`config.mk`:
```
export PLATFORM = sky130hd
export DESIGN_NAME = async_fifo_wr_status
export DESIGN_NICKNAME = d
export VERILOG_FILES = /design/src/rtl/async_fifo_pkg.sv /design/src/rtl/async_fifo_gcodetobin.sv /design/src/rtl/async_fifo_wr_status.sv
export SDC_FILE = /design/constraint.sdc
export NUM_CORES = 1
export LEC_CHECK = 0
export CORE_MARGIN = 3
export CORE_UTILIZATION = 44
export DETAILED_ROUTE_END_ITERATION = 10
export PLACE_DENSITY_LB_ADDON = 0.12
export SLEW_MARGIN = 5
export SYNTH_ARGS = -nofsm -noshare
export SYNTH_HDL_FRONTEND = slang
export SYNTH_HIERARCHICAL = 1
export SYNTH_SLANG_ARGS = --single-unit
```
`constraint.sdc`:
```
create_clock -name clk -period 1.9 [get_ports clk]
set_input_delay 0.38 -clock clk [delete_from_list [all_inputs] [get_ports clk]]
set_output_delay 0.38 -clock clk [all_outputs]
set_load 0.02 [all_outputs]
```
`src/rtl/async_fifo_pkg.sv`:
```
// Shared constants and helpers for the async FIFO write-side status logic.
// Depth is derived from the gray pointer width (one extra wrap bit).
package async_fifo_pkg;

  localparam int DEFAULT_COUNTER_BITS = 4;
  localparam int DEFAULT_SYNC_STAGES  = 2;
  localparam int DEFAULT_AFULL_THRESH = 6;

  function automatic int fifo_depth(input int counter_bits);
    return 1 << (counter_bits - 1);
  endfunction

endpackage

```
`src/rtl/async_fifo_gcodetobin.sv`:
```
// Gray-code to binary converter, inverse of the binary-to-gray pointer encoder.
// Each binary bit is the XOR of all gray bits at or above it.
module async_fifo_gcodetobin #(
  parameter int SIGNAL_WIDTH = 4
) (
  input  logic [SIGNAL_WIDTH-1:0] greycode,
  output logic [SIGNAL_WIDTH-1:0] binary
);

  for (genvar i = 0; i < SIGNAL_WIDTH; i++) begin : g_bit
    assign binary[i] = ^greycode[SIGNAL_WIDTH-1:i];
  end

endmodule

```
`src/rtl/async_fifo_wr_status.sv`:
```
// Write-domain status for an async FIFO: read-pointer synchronizer, full,
// write enable, occupancy level, almost-full and sticky overflow.
module async_fifo_wr_status
  import async_fifo_pkg::*;
#(
  parameter int COUNTER_BITS = DEFAULT_COUNTER_BITS,
  parameter int SYNC_STAGES  = DEFAULT_SYNC_STAGES,
  parameter int AFULL_THRESH = DEFAULT_AFULL_THRESH
) (
  input  logic                    clk,
  input  logic                    reset_n,
  input  logic                    wr_req,
  input  logic                    ovf_clr,
  input  logic [COUNTER_BITS-1:0] wr_gcode_ptr,
  input  logic [COUNTER_BITS-1:0] rd_gcode_ptr,
  output logic                    wr_incr,
  output logic                    full,
  output logic                    almost_full,
  output logic [COUNTER_BITS-1:0] wr_level,
  output logic                    overflow
);

  localparam int MSB = COUNTER_BITS - 1;
  localparam int DEPTH = fifo_depth(COUNTER_BITS);
  localparam logic [COUNTER_BITS-1:0] AFULL_LVL = COUNTER_BITS'(AFULL_THRESH);

  logic [MSB:0] sync_q [SYNC_STAGES];
  logic [MSB:0] rd_gptr_sync;
  logic [MSB:0] wr_bin;
  logic [MSB:0] rd_bin;
  logic [MSB:0] level_next;
  logic         full_match;

  // Raw cross-domain capture in stage 0; nothing combinational in front of it.
  always_ff @(posedge clk or negedge reset_n) begin
    if (!reset_n) begin
      for (int i = 0; i < SYNC_STAGES; i++) sync_q[i] <= '0;
    end else begin
      sync_q[0] <= rd_gcode_ptr;
      for (int i = 1; i < SYNC_STAGES; i++) sync_q[i] <= sync_q[i-1];
    end
  end

  assign rd_gptr_sync = sync_q[SYNC_STAGES-1];

  // Full when write pointer is one lap ahead: top two gray bits inverted.
  assign full_match = (wr_gcode_ptr == {~rd_gptr_sync[MSB:MSB-1], rd_gptr_sync[MSB-2:0]});
  assign full       = reset_n & full_match;
  assign wr_incr    = wr_req & ~full;

  async_fifo_gcodetobin #(.SIGNAL_WIDTH(COUNTER_BITS)) u_wr_g2b (
    .greycode (wr_gcode_ptr),
    .binary   (wr_bin)
  );

  async_fifo_gcodetobin #(.SIGNAL_WIDTH(COUNTER_BITS)) u_rd_g2b (
    .greycode (rd_gptr_sync),
    .binary   (rd_bin)
  );

  // Modular difference stays in 0..DEPTH across pointer rollover.
  assign level_next = wr_bin - rd_bin;

  always_ff @(posedge clk or negedge reset_n) begin
    if (!reset_n) begin
      wr_level    <= '0;
      almost_full <= 1'b0;
      overflow    <= 1'b0;
    end else begin
      wr_level    <= level_next;
      almost_full <= (level_next >= AFULL_LVL);
      if (wr_req && full) overflow <= 1'b1;
      else if (ovf_clr)   overflow <= 1'b0;
    end
  end

`ifdef ASSERT_ON
  a_no_write_when_full : assert property (@(posedge clk) disable iff (!reset_n)
    !(wr_incr && full));
  a_level_in_range : assert property (@(posedge clk) disable iff (!reset_n)
    wr_level <= COUNTER_BITS'(DEPTH));
  a_sync_one_bit : assert property (@(posedge clk) disable iff (!reset_n)
    $countones(rd_gptr_sync ^ $past(rd_gptr_sync)) <= 1);
`endif

endmodule

```
==> flow_metrics.env <==
export IMPL_cts_buffer_depth=2
export IMPL_startpoint="wr_gcode_ptr[2]"
export IMPL_cp_end_kind="register"
export IMPL_hold_viol=0
export IMPL_die_height_um=45.0
export IMPL_tritoncts_num_buffers=3
export IMPL_nNetsFinal=99
export IMPL_max_slew_margin=0.836
export IMPL_period_share=0.954
export IMPL_wl_per_cell_um=11.1
export IMPL_avgSynthCellArea_um2=12.1
export IMPL_insertedDiodeCount=0
export IMPL_track_usage=0.129
export IMPL_peakVddDrop_uv=802
export IMPL_vias=419
export IMPL_cts_clk_slew_worst_paths_ns=0.07
export IMPL_cp_endpoint="almost_full"
export IMPL_grt_pass1_wl_mm=1.86
export IMPL_htree_levels=1
export IMPL_maxSlewViolCount=0
export IMPL_row_count=13
export IMPL_fin_skew_ns=0.00388
export IMPL_crit_type="in2reg"
export IMPL_p_per_area_nw_per_um2=932
export IMPL_status="finished, final reports clean"
export IMPL_fill_cells=115
export IMPL_r2r_cells=7
export IMPL_die_w_um=45.0
export IMPL_critPathLaunchType="input pin"
export IMPL_max_stage_delay_ns=0.52
export IMPL_setup_viol=0
export IMPL_yosysSeqAreaShare=0.524
export IMPL_layout_drive_gt1_share=0.272
export IMPL_die_area_um2=2020
export IMPL_synth_distinct_cells=18
export IMPL_p_leak_nw=0.437
export IMPL_placed_area_um2=907
export IMPL_cp_arrival_ns=1.96
export IMPL_cp_slowest_cell="fa_2"
export IMPL_fmax_ghz=0.552
export IMPL_synth_top_area_frac=0.524
export IMPL_start_util=0.489
export IMPL_r2r_start="rd_gptr_sync[2]"
export IMPL_crit_top_cell="inv_1"
export IMPL_p_total_uw=881
export IMPL_drt_wl_total_mm=1.06
export IMPL_drv_cap=0
export IMPL_grt_pass1_vias=433
export IMPL_synth_area_um2=668
export IMPL_cts_tree="built"
export IMPL_cp_required_ns=2.04
export IMPL_tightest_slew_ns=0.245
export IMPL_cts_sinks=14
export IMPL_min_from="sync_q[5]"
export IMPL_drc=0
export IMPL_cts_setup_buffers=0
export IMPL_hpwl_um=883
export IMPL_synth_nets=71
export IMPL_seqCellArea_um2=352
export IMPL_mostFrequentLayoutCells="dfrtp_1, clkdlybuf4s50_1, inv_1, buf_4"
export IMPL_syn2layout_area_growth_pct=41.6
export IMPL_whs_ns=0.349
export IMPL_fin_util=0.692
export IMPL_fin_area_um2=946
export IMPL_design_core_area_um2=1370
export IMPL_synth_area_leaders="dfrtp_1, xnor2_1, xor2_1, ha_1, xor2_2"
export IMPL_grt_overflow_total=0
export IMPL_antenna_found_initial=0
export IMPL_grt_start_max_net_pins=15
export IMPL_first_pass_iters=1
export IMPL_fin_crit_ns=1.81
export IMPL_gp_congestion=0.691
export IMPL_numPortBuffers=19
export IMPL_critPathMaxFanout=3
export IMPL_clock_latency_ns=0.26
export IMPL_ant_nets=0
export IMPL_multi_input_area_um2=305
export IMPL_ctsRootBufferMaster="clkbuf_4"
export IMPL_ios=20
export IMPL_crit_chain="clkdlybuf4s15_1 > xor2_2 > xnor2_1 > inv_1 > ha_2 > fa_2 > inv_1 > nand2_1 > o21ai_1"
export IMPL_ctsHoldBuffers=0
export IMPL_rsz0062_at_grt="yes"
export IMPL_detail_route_vias_per_cell=4.36
export IMPL_r2r_slack_ns=0.11
export IMPL_hp_class="reg2reg"
export IMPL_ys_warn_count=6
export IMPL_r2r_end="almost_full"
export IMPL_synth_top_area_cell="dfrtp_1"
export IMPL_synth_seq_cells=14
export IMPL_drt_initial_drc_count=0
export IMPL_setup_tns_ns=0
export IMPL_synthCells=55
worst min path at each step:
stage / cells past startpoint / to / slack, ns
3_3_place_gp: 0 / rd_gptr_sync[2] / 0.33
6_report: 0 / rd_gptr_sync[1] / 0.35
2_1_floorplan: 0 / almost_full / 0.08
3_5_place_dp: 0 / rd_gptr_sync[1] / 0.34
4_1_cts: 0 / rd_gptr_sync[2] / 0.35
5_1_grt: 0 / rd_gptr_sync[1] / 0.36
timing repair:
| action | in CTS | in global routing |
|---|---|---|
| gates resized for setup | 9 | 13 |
| pin swaps | 1 | 5 |
| endpoints found under the hold margin | 0 | 0 |
| endpoints found under the setup margin | 6 | 4 |
metrics by stage:
step	instances	worst slack, ns
after global placement	93	-0.519
after detailed placement	93	-0.502
after floorplan	55	0.179
final	96	0.0875
after CTS	96	0.0129
after global routing	96	-0.0400
registers in the layout (all words and copies together) (netlist names):
name and flops:
rd_gptr_sync 4, sync_q 4, wr_level 4, almost_full 1, overflow 1
critical path: cells and delay by family:
kind / cells / cell delay [ns]
fa+ha+maj: 2 / 0.71
xor+xnor: 2 / 0.40
buf+inv: 3 / 0.35
compound gates: 1 / 0.07
simple gates: 1 / 0.05
layout make-up:
type / instances / area share
Multi-Input combinational cell: 31 / 0.323
Clock buffer: 3 / 0.0238
Timing Repair Buffer: 25 / 0.230
Tap cell: 15 / 0.0198
Inverter: 8 / 0.0317
Sequential cell: 14 / 0.372
layer usage:
layer	wire length (um)	up-vias	track usage	part of all wire
met5	0	-	0	0
met3	49	2	0.0120	0.046
met1	516	187	0.197	0.49
met4	6	0	0.0702	0.0057
li1	-	221	-	-
met2	488	9	0.181	0.46
cells in the mapped netlist:
library cell and instances:
xor2_2 2, o21a_1 1, nand3b_1 1, o21ai_0 1, ha_1 3, and3_1 1, nand2_1 1, nand3_1 2
dfrtp_1 14, xnor2_1 6, buf_4 2, nand2b_1 2, nor2_1 2, a21oi_1 2, xor2_1 5, fa_1 1
o32ai_2 1, inv_1 8
power breakdown:
| part | internal, mW | switching, mW |
|---|---|---|
| combinational | 0.182 | 0.180 |
| clock | 0.0731 | 0.0774 |
| sequential | 0.352 | 0.0165 |
kinds of logic after synthesis:
logic type | synth area share
AO/OA/AOI/OAI | 0.0581
XOR/XNOR | 0.193
adder cells (fa/ha/maj) | 0.0861
buffers and inverters | 0.0674
flip-flops | 0.524
AND/OR/NAND/NOR | 0.0712
No activity file was read; power rests on OpenSTA's default activity.
